[config.mk]
export PLATFORM = sky130hd
export DESIGN_NAME = ring_mem_responder
export DESIGN_NICKNAME = d
export VERILOG_FILES = /design/src/rtl/ring_mem_responder.sv
export SDC_FILE = /design/constraint.sdc
export NUM_CORES = 2
export LEC_CHECK = 0
export CAP_MARGIN = 5
export CORE_MARGIN = 2
export CORE_UTILIZATION = 60
export CTS_BUF_LIST = sky130_fd_sc_hd__clkbuf_4 sky130_fd_sc_hd__clkbuf_8 sky130_fd_sc_hd__clkbuf_16
export CTS_CLUSTER_DIAMETER = 30
export DETAILED_ROUTE_END_ITERATION = 12
export PLACE_DENSITY = 0.78
export SYNTH_ARGS = -nofsm -noshare
export SYNTH_HDL_FRONTEND = slang
export SYNTH_SLANG_ARGS = --single-unit
[constraint.sdc]
create_clock -name QClk -period 11.79 [get_ports QClk]
set_clock_uncertainty 0.2 [all_clocks]
set_input_delay 1.7685 -clock QClk [delete_from_list [all_inputs] [get_ports QClk]]
set_output_delay 1.7685 -clock QClk [all_outputs]
set_load 0.05 [all_outputs]
[src/rtl/ring_mem_responder.sv]
// ring_mem_responder: ring stop with a 64x32 local memory.
// Request and response rings both pass through two register stages (Q500->Q501->Q502).
// A request is consumed when it is addressed to this stop, is a RD or WR, and the
// response FIFO has room. A consumed request:
//   - leaves an invalidated slot on the request ring;
//   - accesses memory;
//   - queues a response in a 4-entry FIFO.
// The FIFO head is placed into the next empty response-ring slot.
// Optional build macro RING_RSP_ADDR_CHK_EN: targeted requests with Address[23:8]!=0
// skip memory and return 32'hBADA_DD00. When the macro is undefined, those bits are
// ignored and the memory aliases.
module ring_mem_responder (
   input  logic        QClk,
   input  logic        RstQnnnH,
   input  logic [7:0]  CoreID,
   input  logic        RingReqInValidQ500H,
   input  logic [9:0]  RingReqInRequestorQ500H,
   input  logic [2:0]  RingReqInOpcodeQ500H,
   input  logic [31:0] RingReqInAddressQ500H,
   input  logic [31:0] RingReqInDataQ500H,
   input  logic        RingRspInValidQ500H,
   input  logic [9:0]  RingRspInRequestorQ500H,
   input  logic [2:0]  RingRspInOpcodeQ500H,
   input  logic [31:0] RingRspInAddressQ500H,
   input  logic [31:0] RingRspInDataQ500H,
   output logic        RingReqOutValidQ502H,
   output logic [9:0]  RingReqOutRequestorQ502H,
   output logic [2:0]  RingReqOutOpcodeQ502H,
   output logic [31:0] RingReqOutAddressQ502H,
   output logic [31:0] RingReqOutDataQ502H,
   output logic        RingRspOutValidQ502H,
   output logic [9:0]  RingRspOutRequestorQ502H,
   output logic [2:0]  RingRspOutOpcodeQ502H,
   output logic [31:0] RingRspOutAddressQ502H,
   output logic [31:0] RingRspOutDataQ502H
);

   localparam logic [2:0] OP_RD     = 3'd1;
   localparam logic [2:0] OP_WR     = 3'd2;
   localparam logic [2:0] OP_RD_RSP = 3'd3;
   localparam logic [2:0] OP_WR_RSP = 3'd4;
`ifdef RING_RSP_ADDR_CHK_EN
   localparam logic [31:0] ADDR_ERR_DATA = 32'hBADA_DD00;
`endif

   logic [31:0] mem [64];

   logic        req_v_q501;
   logic [9:0]  req_rqr_q501;
   logic [2:0]  req_op_q501;
   logic [31:0] req_addr_q501;
   logic [31:0] req_data_q501;
   logic        rsp_v_q501;
   logic [9:0]  rsp_rqr_q501;
   logic [2:0]  rsp_op_q501;
   logic [31:0] rsp_addr_q501;
   logic [31:0] rsp_data_q501;
   logic        wr_en_q501;
   logic [5:0]  wr_idx_q501;
   logic [31:0] wr_data_q501;

   logic [9:0]  fifo_rqr  [4];
   logic [2:0]  fifo_op   [4];
   logic [31:0] fifo_addr [4];
   logic [31:0] fifo_data [4];
   logic [1:0]  wr_ptr;
   logic [1:0]  rd_ptr;
   logic [2:0]  fifo_cnt;

   logic        pop;
   logic        consume;
   logic        is_wr;
   logic        addr_err;
   logic [5:0]  idx;
   logic [31:0] rd_data;
   logic [31:0] push_data;

   // Consume decision for the Q500 request; room counts the pop happening this same cycle.
   always_comb begin
      pop      = 1'b0;
      consume  = 1'b0;
      is_wr    = (RingReqInOpcodeQ500H == OP_WR);
      addr_err = 1'b0;
      idx      = RingReqInAddressQ500H[7:2];
      rd_data  = mem[idx];
      pop      = !rsp_v_q501 && (fifo_cnt != 3'd0);
      consume  = RingReqInValidQ500H
                 && (RingReqInAddressQ500H[31:24] == CoreID)
                 && ((RingReqInOpcodeQ500H == OP_RD) || is_wr)
                 && ((fifo_cnt != 3'd4) || pop);
`ifdef RING_RSP_ADDR_CHK_EN
      addr_err = |RingReqInAddressQ500H[23:8];
`endif
      // The previous request's write lands at the end of this cycle; forward it.
      if (wr_en_q501 && (wr_idx_q501 == idx)) rd_data = wr_data_q501;
      push_data = is_wr ? RingReqInDataQ500H : rd_data;
`ifdef RING_RSP_ADDR_CHK_EN
      if (addr_err) push_data = ADDR_ERR_DATA;
`endif
   end

   // Ring pipeline, pending memory write and FIFO pointers.
   always_ff @(posedge QClk) begin
      if (RstQnnnH) begin
         req_v_q501               <= 1'b0;
         req_rqr_q501             <= '0;
         req_op_q501              <= '0;
         req_addr_q501            <= '0;
         req_data_q501            <= '0;
         rsp_v_q501               <= 1'b0;
         rsp_rqr_q501             <= '0;
         rsp_op_q501              <= '0;
         rsp_addr_q501            <= '0;
         rsp_data_q501            <= '0;
         wr_en_q501               <= 1'b0;
         wr_idx_q501              <= '0;
         wr_data_q501             <= '0;
         RingReqOutValidQ502H     <= 1'b0;
         RingReqOutRequestorQ502H <= '0;
         RingReqOutOpcodeQ502H    <= '0;
         RingReqOutAddressQ502H   <= '0;
         RingReqOutDataQ502H      <= '0;
         RingRspOutValidQ502H     <= 1'b0;
         RingRspOutRequestorQ502H <= '0;
         RingRspOutOpcodeQ502H    <= '0;
         RingRspOutAddressQ502H   <= '0;
         RingRspOutDataQ502H      <= '0;
         wr_ptr                   <= '0;
         rd_ptr                   <= '0;
         fifo_cnt                 <= '0;
      end else begin
         req_v_q501    <= RingReqInValidQ500H && !consume;
         req_rqr_q501  <= RingReqInRequestorQ500H;
         req_op_q501   <= RingReqInOpcodeQ500H;
         req_addr_q501 <= RingReqInAddressQ500H;
         req_data_q501 <= RingReqInDataQ500H;
         rsp_v_q501    <= RingRspInValidQ500H;
         rsp_rqr_q501  <= RingRspInRequestorQ500H;
         rsp_op_q501   <= RingRspInOpcodeQ500H;
         rsp_addr_q501 <= RingRspInAddressQ500H;
         rsp_data_q501 <= RingRspInDataQ500H;
         wr_en_q501    <= consume && is_wr && !addr_err;
         wr_idx_q501   <= idx;
         wr_data_q501  <= RingReqInDataQ500H;

         RingReqOutValidQ502H     <= req_v_q501;
         RingReqOutRequestorQ502H <= req_rqr_q501;
         RingReqOutOpcodeQ502H    <= req_op_q501;
         RingReqOutAddressQ502H   <= req_addr_q501;
         RingReqOutDataQ502H      <= req_data_q501;
         if (pop) begin
            RingRspOutValidQ502H     <= 1'b1;
            RingRspOutRequestorQ502H <= fifo_rqr[rd_ptr];
            RingRspOutOpcodeQ502H    <= fifo_op[rd_ptr];
            RingRspOutAddressQ502H   <= fifo_addr[rd_ptr];
            RingRspOutDataQ502H      <= fifo_data[rd_ptr];
         end else begin
            RingRspOutValidQ502H     <= rsp_v_q501;
            RingRspOutRequestorQ502H <= rsp_rqr_q501;
            RingRspOutOpcodeQ502H    <= rsp_op_q501;
            RingRspOutAddressQ502H   <= rsp_addr_q501;
            RingRspOutDataQ502H      <= rsp_data_q501;
         end

         if (consume) wr_ptr <= wr_ptr + 2'd1;
         if (pop)     rd_ptr <= rd_ptr + 2'd1;
         fifo_cnt <= fifo_cnt + {2'b00, consume} - {2'b00, pop};
      end
   end

   // Response FIFO storage; contents are don't-care until the pointers cover them.
   always_ff @(posedge QClk) begin
      if (consume && !RstQnnnH) begin
         fifo_rqr[wr_ptr]  <= RingReqInRequestorQ500H;
         fifo_op[wr_ptr]   <= is_wr ? OP_WR_RSP : OP_RD_RSP;
         fifo_addr[wr_ptr] <= RingReqInAddressQ500H;
         fifo_data[wr_ptr] <= push_data;
      end
   end

   // Local memory; contents deliberately survive reset.
   always_ff @(posedge QClk) begin
      if (wr_en_q501) mem[wr_idx_q501] <= wr_data_q501;
   end

endmodule

==> summary by stage <==
Status
The run finished with clean final reports.

Power
The total leakage power is 42.71 nW. The cell area power density is 214.9 mW/mm^2. Across the VDD grid, the largest voltage drop is 0.1783 mV.

Final layout
The final core utilization is 0.7422. Relative to the synthesized area, the layout overhead comes to 22.51%. In the final layout, the share of cells above drive strength 1 is 0.2207. The number of nets in the layout is 6,162.

Clock network
After clock tree synthesis, the clock-pin slew on the worst setup and hold paths is 50 ps. The clock tree buffer depth is 4. The tree is rooted in a sky130_fd_sc_hd__clkbuf_16. The later pin in the worst-skew pair is clocked with a latency of 980 ps.

The count of buffers added by post-CTS timing repair for setup is 0. The tree built by TritonCTS fans out to 2,674 sinks. The CTS tree is yes. The count of instances resized after the clock tree is built is 0. The number of levels in the clock H-tree is 5. Buffers inserted to repair hold after CTS numbered 0. The number of clock buffers added by TritonCTS is 462.

Die
From bottom edge to top edge, the die measures 412.6 um. The die width is 412.6 um. The die area is 0.1703 sq mm. The count of boundary I/O pins is 322.

In this run the core area contains 149 standard-cell rows. In this run the standard cell core region covers 0.1654 sq mm. The initial core utilization is 0.6058.

Setup path
The critical path starts at RingReqInAddressQ500H[4]. For the worst setup path, the data required time is 12,180 ps. The critical path start-end classification is in2reg. The worst setup path is launched from an input pin. The end of the critical path is fifo_data[0][8]. Measured in cells, the most critical reg-to-reg path has a length of 3. In this run the register-to-register setup slack is 7660 ps.

The worst setup path is captured at a flip-flop. The arrival time at the worst endpoint is 6230 ps. In this run the worst path has a maximum fanout of 105.

The reg-to-reg startpoint is req_addr_q501[5]. The endpoint identified for the worst register-to-register timing path is mem[26][31].

Global routing
The number of global-route vias before repair is 58,410. The total overflow reported by the global router is 0. In the global route stage, overall resource usage came out at 0.3394.

The pin count of the biggest net entering global routing is 143. The first global-routing pass estimated 410,700 um of wire. The number of antenna violations at the first check in global routing is 26.

Drt
The wire length per cell is 34.00 um. The overall via count from detail_route is 57,450. In the routed design, unresolved DRC markers number 0. The count of antenna-violating nets left after detailed routing is 0. The average via count per standard cell is 6.700.

The final wirelength is 291,500 um. The first detailed-routing pass ran for 8 iterations. The first-iteration detailed-routing DRC count is 9,192.

Timing
Summed over all failing endpoints, the final setup total negative slack is 0 ps. Counting I/O delays and the setup requirement, the final critical path takes 5839 ps. In this run the tightest slew margin relative to its limit is 0.02904. In the finished design, the share of the clock period the worst path needs comes to 0.4953. Static timing analysis puts the maximum clock frequency at 171.3 MHz. The number of slew-limit violations in the final report came to 0. The total count of hold-check failures in the final report was 0. The count of endpoints failing setup in the final report is 0.

At the pin with the least slew margin, the transition time is 1443 ps. Setup repair after global routing left no endpoint under its margin.

Placed design
The HPWL after detailed placement is 150,200 um. Input and output buffers added on the ports amount to 321. The last weighted congestion value of the routability-driven placer is 0.8554.

Synthesis
During synthesis, Yosys emitted a total of 0 warnings. The per-instance average area after synthesis is 18.65 sq um. The proportion of register bits with asynchronous set or reset after synthesis is 0. The cell count after synthesis came out at 5,371.

The number of nets produced by synthesis is 5,543. After synthesis, the netlist uses 51 different library cells. The number of enable-type register cells in the synthesized netlist is 2,352.

The netlist area before placement is 0.1002 sq mm. The predominant post-synthesis flop cell is sky130_fd_sc_hd__edfxtp_1. Of the synthesized area, sequential elements account for 0.7693.

The count of state elements after synthesis is 2,674.

Job
The number of max-capacitance violations reported is 0.

Worst hold path
In this run the worst hold path is classified as reg2reg.
==> kinds of logic after synthesis <==
kind of cell | after synthesis | share of synthesized area
AO/OA/AOI/OAI | 559 | 0.03701
XOR/XNOR | 21 | 0.001836
adder cells (fa/ha/maj) | 6 | 0.0008243
buffers and inverters | 320 | 0.01539
flip-flops | 2674 | 0.7693
multiplexers | 984 | 0.1365
AND/OR/NAND/NOR | 807 | 0.03909
==> cell type report <==
cell class | instances | area, sq um
multi-input combinational | 2377 | 22090
sequential | 2674 | 77120
inverter | 7 | 26.28
antenna | 11 | 27.53
tap | 2189 | 2739
clock buffer | 539 | 12490
clock inverter | 309 | 3771
timing repair buffer | 468 | 4466
fill | 8491 | 42630
==> power breakdown <==
| part | internal, mW | switching (mW) |
|---|---|---|
| combinational | 0.678 | 1.29 |
| clock | 9.18 | 4.67 |
| sequential | 10.4 | 0.128 |
| total | 20.3 | 6.09 |
==> how the worst min path moves through the flow <==
stage,start,endpoint,slack [ps],cells after the start
after floorplan,req_addr_q501[0],RingReqOutAddressQ502H[0],210,1
after global routing,rsp_data_q501[7],RingRspOutDataQ502H[7],250,2
after detailed placement,req_v_q501,RingReqOutValidQ502H,220,1
after global placement,req_addr_q501[13],RingReqOutAddressQ502H[13],220,1
final,rsp_data_q501[8],RingRspOutDataQ502H[8],210,2
after CTS,rsp_data_q501[8],RingRspOutDataQ502H[8],220,2
==> synth_stat cells, types with 6 or more instances <==
cell / number / area [sq um]
sky130_fd_sc_hd__nor3_1: 53 / 265.3
sky130_fd_sc_hd__mux2_2: 22 / 247.7
sky130_fd_sc_hd__nand3_1: 41 / 205.2
sky130_fd_sc_hd__a22oi_1: 238 / 1787
sky130_fd_sc_hd__nand4_1: 19 / 118.9
sky130_fd_sc_hd__buf_1: 20 / 75.07
sky130_fd_sc_hd__nor2b_1: 242 / 1514
sky130_fd_sc_hd__o31ai_1: 24 / 180.2
sky130_fd_sc_hd__clkbuf_1: 141 / 529.3
sky130_fd_sc_hd__dfxtp_1: 322 / 6446
sky130_fd_sc_hd__and2_1: 7 / 43.79
sky130_fd_sc_hd__edfxtp_1: 2352 / 70630
sky130_fd_sc_hd__buf_6: 8 / 90.09
sky130_fd_sc_hd__buf_2: 114 / 570.6
sky130_fd_sc_hd__a211oi_1: 6 / 45.04
sky130_fd_sc_hd__nand2b_1: 8 / 50.05
sky130_fd_sc_hd__buf_4: 28 / 210.2
sky130_fd_sc_hd__a31oi_1: 29 / 181.4
sky130_fd_sc_hd__o22ai_1: 24 / 150.1
sky130_fd_sc_hd__xnor2_1: 13 / 113.9
sky130_fd_sc_hd__xor2_1: 8 / 70.07
sky130_fd_sc_hd__a21oi_1: 181 / 905.9
sky130_fd_sc_hd__nand2_1: 261 / 979.7
sky130_fd_sc_hd__o21ai_0: 9 / 45.04
sky130_fd_sc_hd__mux2i_1: 659 / 6596
sky130_fd_sc_hd__mux4_2: 301 / 6779
sky130_fd_sc_hd__a32oi_1: 28 / 245.2
sky130_fd_sc_hd__nor2_1: 155 / 581.8
sky130_fd_sc_hd__inv_1: 7 / 26.28
==> critical path, cell delays in order <==
cell and delay [ps]:
sky130_fd_sc_hd__buf_8 600, sky130_fd_sc_hd__buf_12 540, sky130_fd_sc_hd__buf_4 850, sky130_fd_sc_hd__mux4_2 420, sky130_fd_sc_hd__mux2i_1 240, sky130_fd_sc_hd__nor2_1 100, sky130_fd_sc_hd__o31ai_1 970, sky130_fd_sc_hd__a31oi_1 350
==> layout by cell type, fill, tap and decap left out, types with 13 or more instances in the layout <==
cell / Yosys / layout
sky130_fd_sc_hd__a21oi_1: 181 / 180
sky130_fd_sc_hd__a22oi_1: 238 / 238
sky130_fd_sc_hd__a31oi_1: 29 / 29
sky130_fd_sc_hd__a32oi_1: 28 / 28
sky130_fd_sc_hd__buf_4: 28 / 136
sky130_fd_sc_hd__bufinv_16: 0 / 73
sky130_fd_sc_hd__clkbuf_16: 0 / 479
sky130_fd_sc_hd__clkbuf_4: 0 / 51
sky130_fd_sc_hd__clkdlybuf4s50_1: 0 / 316
sky130_fd_sc_hd__clkinv_1: 0 / 38
sky130_fd_sc_hd__clkinv_2: 0 / 71
sky130_fd_sc_hd__clkinv_4: 0 / 25
sky130_fd_sc_hd__clkinvlp_4: 0 / 53
sky130_fd_sc_hd__dfxtp_1: 322 / 288
sky130_fd_sc_hd__dfxtp_2: 0 / 32
sky130_fd_sc_hd__edfxtp_1: 2352 / 2352
sky130_fd_sc_hd__inv_6: 0 / 35
sky130_fd_sc_hd__mux2_2: 22 / 22
sky130_fd_sc_hd__mux2i_1: 659 / 659
sky130_fd_sc_hd__mux4_2: 301 / 301
sky130_fd_sc_hd__nand2_1: 261 / 260
sky130_fd_sc_hd__nand3_1: 41 / 41
sky130_fd_sc_hd__nand4_1: 19 / 19
sky130_fd_sc_hd__nor2_1: 155 / 99
sky130_fd_sc_hd__nor2_4: 0 / 56
sky130_fd_sc_hd__nor2b_1: 242 / 239
sky130_fd_sc_hd__nor3_1: 53 / 44
sky130_fd_sc_hd__o22ai_1: 24 / 24
sky130_fd_sc_hd__o31ai_1: 24 / 24
sky130_fd_sc_hd__xnor2_1: 13 / 13
==> through the flow <==
step                cell area, sq um  setup WS, ps  power [mW]  instances  hold WS [ps]
floorplan                     100200          6730       11.91       5371         213.8
global placement              106400          5314       12.61       7711         217.8
detailed placement            106400          5239       12.64       7711         222.7
CTS                           122600          6185       26.37       8559         218.8
global route                  122700          5915       26.90       8565         245.1
finish                        122700          5951       26.38       8574         212.8
==> sequential cells by signal, summed over array words and instances (netlist names), 32 cells and up, named ones only <==
register	count
req_addr_q501	32
rsp_addr_q501	32
wr_data_q501	32
rsp_data_q501	32
fifo_data	128
fifo_rqr	40
RingRspOutAddressQ502H	32
RingReqOutAddressQ502H	32
mem	2048
RingReqOutDataQ502H	32
RingRspOutDataQ502H	32
fifo_addr	128
==> routing by layer <==
metal	global-route usage	wire (um)	vias to the layer above
met5	0	344	-
met4	0.1768	17070	38
met3	0.1072	40760	1011
met2	0.5227	135500	4813
met1	0.4369	97880	28900
li1	-	-	22690
Note: power is estimated with default switching activity, not from simulation.
